$ cat config.mk
export PLATFORM = sky130hd
export DESIGN_NAME = clk_rst_spi_unit_flat
export DESIGN_NICKNAME = d
export VERILOG_FILES = /design/src/rtl/clk_rst_spi_unit_if.sv /design/src/rtl/clk_rst_spi_unit.sv /design/src/flat_wrapper.sv
export SDC_FILE = /design/constraint.sdc
export NUM_CORES = 1
export LEC_CHECK = 0
export BUFFER_PORTS_ARGS = -buffer_cell sky130_fd_sc_hd__buf_4
export CORE_UTILIZATION = 50
export DETAILED_ROUTE_END_ITERATION = 10
export PLACE_DENSITY = 0.73
export SYNTH_ARGS = -nofsm -noshare
export SYNTH_HDL_FRONTEND = slang
export SYNTH_SLANG_ARGS = --single-unit
$ cat constraint.sdc
create_clock -name clock -period 4.1 [get_ports clock]
set_input_delay 0 -clock clock [delete_from_list [all_inputs] [get_ports clock]]
set_output_delay 0 -clock clock [all_outputs]
set_load 0.02 [all_outputs]
$ cat src/rtl/clk_rst_spi_unit_if.sv
// SPI link between an SPI master and the clk_rst_spi_unit slave responder.
// Carries the serial pins plus the parallel word ports on the responder side.
interface clk_rst_spi_unit_if #(
    parameter int SPI_WIDTH = 8
);
    logic                 sclk;
    logic                 cs;
    logic                 mosi;
    logic                 miso;
    logic [SPI_WIDTH-1:0] tx_data;
    logic [SPI_WIDTH-1:0] rx_data;
    logic                 rx_valid;

    modport slave  (input  sclk, cs, mosi, tx_data, output miso, rx_data, rx_valid);
    modport master (output sclk, cs, mosi, tx_data, input  miso, rx_data, rx_valid);
endinterface

$ cat src/rtl/clk_rst_spi_unit.sv
// Programmable gated clock generator, delayed reset sequencer and mode-0 SPI slave.
// Optional SPI_LOOPBACK_EN: TX reloads echo the most recently received word.
module clk_rst_spi_unit #(
    parameter int RST_HOLD_CYCLES = 16,
    parameter int SPI_WIDTH       = 8,
    parameter int MIN_PERIOD      = 2
) (
    input  logic                     clock,
    input  logic                     reset,
    input  logic                     run_clock,
    input  logic [31:0]              clock_period,
    output logic                     gen_clk,
    output logic                     gen_rst_n,
    clk_rst_spi_unit_if.slave        spi
);
    localparam int RCW = $clog2(RST_HOLD_CYCLES + 1);
    localparam int BCW = $clog2(SPI_WIDTH + 1);

    // ---------------- clock generator ----------------
    typedef enum logic [1:0] {CG_IDLE, CG_HIGH, CG_LOW} cg_state_t;

    cg_state_t   state, state_d;
    logic [31:0] cnt, cnt_d;
    logic [31:0] lat_p, lat_d;
    logic [31:0] eff_p, hi_len, lo_len;
    logic        gen_clk_q;

    assign eff_p  = (clock_period < 32'(MIN_PERIOD)) ? 32'(MIN_PERIOD) : clock_period;
    assign hi_len = lat_p >> 1;
    assign lo_len = lat_p - hi_len;

    always_ff @(posedge clock) begin
        if (!reset) begin
            state     <= CG_IDLE;
            cnt       <= '0;
            lat_p     <= '0;
            gen_clk_q <= 1'b0;
        end else begin
            state     <= state_d;
            cnt       <= cnt_d;
            lat_p     <= lat_d;
            gen_clk_q <= (state_d == CG_HIGH);
        end
    end

    // Phases always run to completion, so neither level can be cut short.
    always_comb begin
        state_d = state;
        cnt_d   = cnt + 32'd1;
        lat_d   = lat_p;
        case (state)
            CG_IDLE: begin
                cnt_d = '0;
                if (run_clock) begin
                    state_d = CG_HIGH;
                    cnt_d   = 32'd1;
                    lat_d   = eff_p;
                end
            end
            CG_HIGH: begin
                if (cnt >= hi_len) begin
                    state_d = CG_LOW;
                    cnt_d   = 32'd1;
                end
            end
            CG_LOW: begin
                if (cnt >= lo_len) begin
                    if (run_clock) begin
                        state_d = CG_HIGH;
                        cnt_d   = 32'd1;
                        lat_d   = eff_p;
                    end else begin
                        state_d = CG_IDLE;
                        cnt_d   = '0;
                    end
                end
            end
            default: state_d = CG_IDLE;
        endcase
    end

    assign gen_clk = gen_clk_q;

    // ---------------- reset sequencer ----------------
    logic [RCW-1:0] rst_cnt;
    logic           gen_rst_n_q;

    always_ff @(posedge clock) begin
        if (!reset) begin
            rst_cnt     <= '0;
            gen_rst_n_q <= 1'b0;
        end else begin
            if (rst_cnt != RCW'(RST_HOLD_CYCLES)) rst_cnt <= rst_cnt + 1'b1;
            gen_rst_n_q <= (rst_cnt >= RCW'(RST_HOLD_CYCLES - 1));
        end
    end

    assign gen_rst_n = gen_rst_n_q;

    // ---------------- SPI slave ----------------
    // [0],[1] synchronize; [2] is the previous synchronized value for edge detection.
    logic [2:0]           sclk_q, cs_q;
    logic [1:0]           mosi_q;
    logic [SPI_WIDTH-1:0] tx_sr, rx_data_q, rx_word, cs_load, end_load;
    logic [SPI_WIDTH-2:0] rx_sr;
    logic [BCW-1:0]       bit_cnt;
    logic                 miso_q, rx_valid_q;
    logic                 sclk_rise, sclk_fall, cs_fall, sel;

    assign sclk_rise = sclk_q[1] & ~sclk_q[2];
    assign sclk_fall = ~sclk_q[1] & sclk_q[2];
    assign cs_fall   = ~cs_q[1] & cs_q[2];
    assign sel       = ~cs_q[1];
    assign rx_word   = {rx_sr, mosi_q[1]};

`ifdef SPI_LOOPBACK_EN
    assign cs_load  = rx_data_q;
    assign end_load = rx_word;
`else
    assign cs_load  = spi.tx_data;
    assign end_load = spi.tx_data;
`endif

    always_ff @(posedge clock) begin
        if (!reset) begin
            sclk_q     <= '0;
            cs_q       <= '0;
            mosi_q     <= '0;
            tx_sr      <= '0;
            rx_sr      <= '0;
            rx_data_q  <= '0;
            bit_cnt    <= '0;
            miso_q     <= 1'b0;
            rx_valid_q <= 1'b0;
        end else begin
            sclk_q     <= {sclk_q[1:0], spi.sclk};
            cs_q       <= {cs_q[1:0], spi.cs};
            mosi_q     <= {mosi_q[0], spi.mosi};
            rx_valid_q <= 1'b0;
            if (cs_fall) begin
                tx_sr   <= cs_load;
                miso_q  <= cs_load[SPI_WIDTH-1];
                bit_cnt <= '0;
                rx_sr   <= '0;
            end else if (!sel) begin
                bit_cnt <= '0;
                rx_sr   <= '0;
                miso_q  <= 1'b0;
            end else if (sclk_rise) begin
                if (bit_cnt == BCW'(SPI_WIDTH - 1)) begin
                    rx_data_q  <= rx_word;
                    rx_valid_q <= 1'b1;
                    tx_sr      <= end_load;
                    bit_cnt    <= '0;
                end else begin
                    rx_sr   <= rx_word[SPI_WIDTH-2:0];
                    bit_cnt <= bit_cnt + 1'b1;
                end
            end else if (sclk_fall) begin
                // A freshly reloaded word presents its MSB without shifting.
                if (bit_cnt == '0) begin
                    miso_q <= tx_sr[SPI_WIDTH-1];
                end else begin
                    miso_q <= tx_sr[SPI_WIDTH-2];
                    tx_sr  <= tx_sr << 1;
                end
            end
        end
    end

    assign spi.miso     = miso_q;
    assign spi.rx_data  = rx_data_q;
    assign spi.rx_valid = rx_valid_q;
endmodule

$ cat src/flat_wrapper.sv
// flat-port wrapper written by rule: the top's interface ports become plain ports
module clk_rst_spi_unit_flat 
#(
    parameter int RST_HOLD_CYCLES = 16,
    parameter int SPI_WIDTH       = 8,
    parameter int MIN_PERIOD      = 2
)
  (clock, reset, run_clock, clock_period, gen_clk, gen_rst_n, spi_sclk, spi_cs, spi_mosi, spi_tx_data, spi_miso, spi_rx_data, spi_rx_valid);
  clk_rst_spi_unit_if #(.SPI_WIDTH(SPI_WIDTH)) spi_i ();
  input  logic clock;
  input  logic reset;
  input  logic run_clock;
  input  logic [31:0] clock_period;
  output logic gen_clk;
  output logic gen_rst_n;
  input wire logic [$bits(spi_i.sclk)-1:0] spi_sclk;
  input wire logic [$bits(spi_i.cs)-1:0] spi_cs;
  input wire logic [$bits(spi_i.mosi)-1:0] spi_mosi;
  input wire logic [$bits(spi_i.tx_data)-1:0] spi_tx_data;
  output wire logic [$bits(spi_i.miso)-1:0] spi_miso;
  output wire logic [$bits(spi_i.rx_data)-1:0] spi_rx_data;
  output wire logic [$bits(spi_i.rx_valid)-1:0] spi_rx_valid;
  assign spi_i.sclk = spi_sclk;
  assign spi_i.cs = spi_cs;
  assign spi_i.mosi = spi_mosi;
  assign spi_i.tx_data = spi_tx_data;
  assign spi_miso = spi_i.miso;
  assign spi_rx_data = spi_i.rx_data;
  assign spi_rx_valid = spi_i.rx_valid;
  clk_rst_spi_unit #(.RST_HOLD_CYCLES(RST_HOLD_CYCLES), .SPI_WIDTH(SPI_WIDTH), .MIN_PERIOD(MIN_PERIOD)) u_core (.clock(clock), .reset(reset), .run_clock(run_clock), .clock_period(clock_period), .gen_clk(gen_clk), .gen_rst_n(gen_rst_n), .spi(spi_i));
endmodule
==> reports/qor.yml <==
final_layout:
  drive_above_1_share_pct: 25.6
  final_util_pct: 69.4
  area_growth_pct: 35.3
  stdcell_area_um2: 10600
  diodes: 0
  layout.cells.non_filler: 1314
  layout.nets: 1268
place:
  place_ws_ns: -0.530
  place_inst: 1242
  globalplace.congestion: 0.889
  dp_hpwl_mm: 14.5
  portBuffers: 57
  placed_area_um2: 9150
logic_synthesis:
  synth_xor_area_share_pct: 6.40
  synth_edf_count: 0
  synth.area.top_cells: "dfxtp_1 (28%), ha_1 (16%), mux2i_1 (7.3%), nand2_1 (5.5%), a21oi_1 (3.7%)"
  synthSimpleGateAreaFrac_pct: 19.1
  syn_inst: 924
  synth_top_family_by_area: "simple AND/OR/NAND/NOR gates"
  syn_avg_cell_area_um2: 8.44
  synth_top_area_share_pct: 28.2
  synth_flop_cell: "dfxtp_1"
  synthAdderAreaFrac_pct: 16.3
  ys_seq_elements: 110
  yosysTopAreaCell: "dfxtp_1"
  syn_area_um2: 7800
  synth_compound_area_share_pct: 17.7
  yosysUniqueCellTypes: 63
  muxShareOfSynthArea_pct: 7.46
  ys.warnings.count: 0
  synthTopCellsByCount: "nand2_1 (114), dfxtp_1 (110), ha_1 (100)"
  yosysSeqAreaShare_pct: 28.2
  yosysMostFrequentCell: "nand2_1"
  syn_nets: 1071
  ys_async_sr_fraction_pct: 0
global_routing:
  track_usage_pct: 26.6
  overflow: 0
  antenna_found_initial: 0
  grt_pass1_vias: 7125
  grt_max_degree: 84
  grt_pass1_wl_mm: 34.2
sta:
  setup_viol: 67
  rsz0062_at_grt: "yes"
  min_period_over_period_pct: 108
  layout_min_cycle_time_ns: 4.41
  setup_ws_ns: -0.312
  worstMarginPinSlew_ns: 0.973
  max_freq_ghz: 0.227
  skew_ns: 0.00751
  hold-worst-slack_ns: 0.00574
  finalHoldViolCount: 0
  maxSlewHeadroom_pct: 35.1
  drv_slew: 0
clocking:
  numCtsBuffers: 9
  cts_root_buf: "clkbuf_16"
  clock_path_buffers: 2
  h-tree-depth: 3
  path_clk_slew_ns: 0.08
  cts_tree: "built"
  clock_latency_ns: 0.36
  cts_num_sinks: 110
pwr:
  swShare_pct: 34.0
  leakage_nw: 4.73
  clkPwrFrac_pct: 27.8
  power_frac_seq_pct: 33.2
  ir_drop_uv: 250
  internal_power_mw: 2.26
  p_comb_share_pct: 39.0
  p_per_area_nw_per_um2: 325
  switchingPower_mw: 1.16
hold_path:
  min_from: "spi_tx_data[1]"
  hold_end: "u_core.tx_sr[1]"
  holdCritPathClass: "in2reg"
  whs_path_depth: 3
worst_setup_path:
  crit_buf_inv: 2
  crit_type: "reg2reg"
  critPathTopFamily: "compound AO/OA/AOI/OAI gates"
  r2r-end: "u_core.lat_p[18]"
  critPathLaunchType: "flip-flop"
  crit_path_cell_trace: "inv_1 -> ha_1 -> a21o_1 -> a2111oi_4 -> o21ai_2 -> a31o_2 -> o211ai_1 -> nand2_1 -> a211oi_1 -> ha_1 -> a21oi_1 -> nor2b_1 -> o21ai_0 -> nand2b_1 -> a2111o_1 -> and3b_4 -> buf_12 -> mux2i_4"
  rrSetupSlack_ns: -0.31
  cp.arrival_ns: 4.66
  critPathMostFrequentCell: "ha_1"
  crit_fanout: 8
  cp-end-kind: "flip-flop"
  rr_startpoint: "u_core.lat_p[15]"
  slowest_delay_ns: 0.47
  cp_slowest_cell: "a2111oi_4"
  reg2regPathDepth: 18
  critical_path_required_ns: 4.35
run:
  maxCapViolations: 0
floorplan:
  pin_count: 58
  rows: 45
  die-area_um2: 16100
  core_um2: 15200
  start_util_pct: 51.3
  die_y_um: 127
  dieWidth_um: 127
route:
  postRouteAntennaNets: 0
  dr_total_vias: 7549
  drc: 0
  drtIter0Drc: 450
  dr.pass1.iters: 6
  wl_per_cell_um: 16.7
  drt_wl_total_mm: 21.9
  via_per_inst: 5.75
status:
  violations: "setup timing"
  status: "finished with violations"
## logic make-up after synthesis
| logic type | count (synthesis) |
|---|---|
| AND/OR/NAND/NOR | 310 |
| AO/OA/AOI/OAI | 203 |
| flip-flops | 110 |
| adder cells (fa/ha/maj) | 101 |
| buffers and inverters | 85 |
| multiplexers | 58 |
| XOR/XNOR | 57 |
## cells in the final DEF, fill, tap and decap left out, types with 4 or more instances in the layout
master         instances
nor2_1                61
o31ai_1                4
or3_1                  7
nand2_1              113
and2_1                 9
xor2_1                25
o21ai_1                5
ha_4                   4
mux2i_1               54
buf_12                 5
nand2b_1              12
a211oi_2              26
nor3_1                11
buf_4                170
nand3_1               26
a211oi_1               8
o21ai_2                4
a21oi_2                9
nor4_1                10
nand4_1               17
ha_1                  95
a21o_1                28
nor2b_1                9
clkbuf_16             11
dfxtp_1              103
a31oi_1                4
o211ai_1               4
and4_1                 4
dfxtp_2                6
dlygate4sd3_1         36
o21a_1                 5
xnor2_1               30
a21oi_1               48
o21ai_0               17
inv_1                 50
a2111oi_4              4
and3_1                16
## worst reg2reg max path: cells and delay by family, from the launching register on
kind / cells / cell delay, ns
multiplexers: 1 / 0.18
adder cells (fa/ha/maj): 2 / 0.57
buffers and inverters: 2 / 0.24
AO/OA/AOI/OAI: 9 / 2.33
flip-flops: 1 / 0.35
AND/OR/NAND/NOR: 4 / 0.62
## stage by stage
step	power, mW	setup TNS, ns
floorplan	1.89	0
global placement	2.25	-23.65
detailed placement	2.27	-27.67
CTS	3.35	-11.99
global route	3.61	-28.28
finish	3.42	-13.71
## power groups by stage
stage	logic, mW	registers (mW)	clock network, mW
after floorplan	0.736	1.15	0
after global placement	1.10	1.16	0
after detailed placement	1.12	1.16	0
after CTS	1.26	1.14	0.959
after global routing	1.46	1.14	1.01
final	1.34	1.14	0.952
## layer usage
layer | track usage [%] | vias to the layer above | part of all wire [%]
met1 | 32.6 | 3535 | 44
met5 | 0 | - | 0
met3 | 4.89 | 61 | 4.5
met4 | 10.1 | 0 | 3.3
li1 | - | 3735 | -
met2 | 46.2 | 218 | 48
## sequential cells by signal, summed over array words and instances, names as in the netlist
signal and count:
u_core.gen_rst_n 1, u_core.gen_clk 1, u_core.cnt 32, u_core.rx_sr 7, u_core.spi.rx_valid 1, u_core.lat_p 32, u_core.tx_sr 8, u_core.mosi_q 2
u_core.rst_cnt 5, u_core.cs_q 3, u_core.sclk_q 3, u_core.bit_cnt 4, u_core.spi.miso 1, u_core.spi.rx_data 8, u_core.state 2
## repair_timing
action                                  in CTS  in global routing
setup buffers                               10                  6
endpoints found under the setup margin      67                 67
pin swaps                                   23                 41
endpoints found under the hold margin       35                  1
gates resized for setup                     49                 48
cloned                                       3                  2
hold buffers                                35                  1
## worst max-delay path by stage
stage                                start               end  slack, ns  cells past startpoint
after floorplan           u_core.lat_p[20]  u_core.lat_p[10]      0.006                     20
after global placement    u_core.lat_p[10]  u_core.lat_p[26]      -0.42                     19
after detailed placement  u_core.lat_p[10]  u_core.lat_p[18]      -0.53                     18
after CTS                  u_core.lat_p[0]  u_core.lat_p[18]      -0.27                     20
after global routing      u_core.lat_p[15]     u_core.cnt[5]      -0.53                     21
final                     u_core.lat_p[15]  u_core.lat_p[18]      -0.31                     18
## cell type report
cell class              instances  area (µm²)
fillers                      1163        4650
flip-flops and latches        110        2210
well taps                     188         235
clock buffers                  10         229
repair buffers                218        1880
clock inverters                 6        86.3
multi-input cells             729        5710
inverters                      53         199
(Power assumes the default switching activity.)
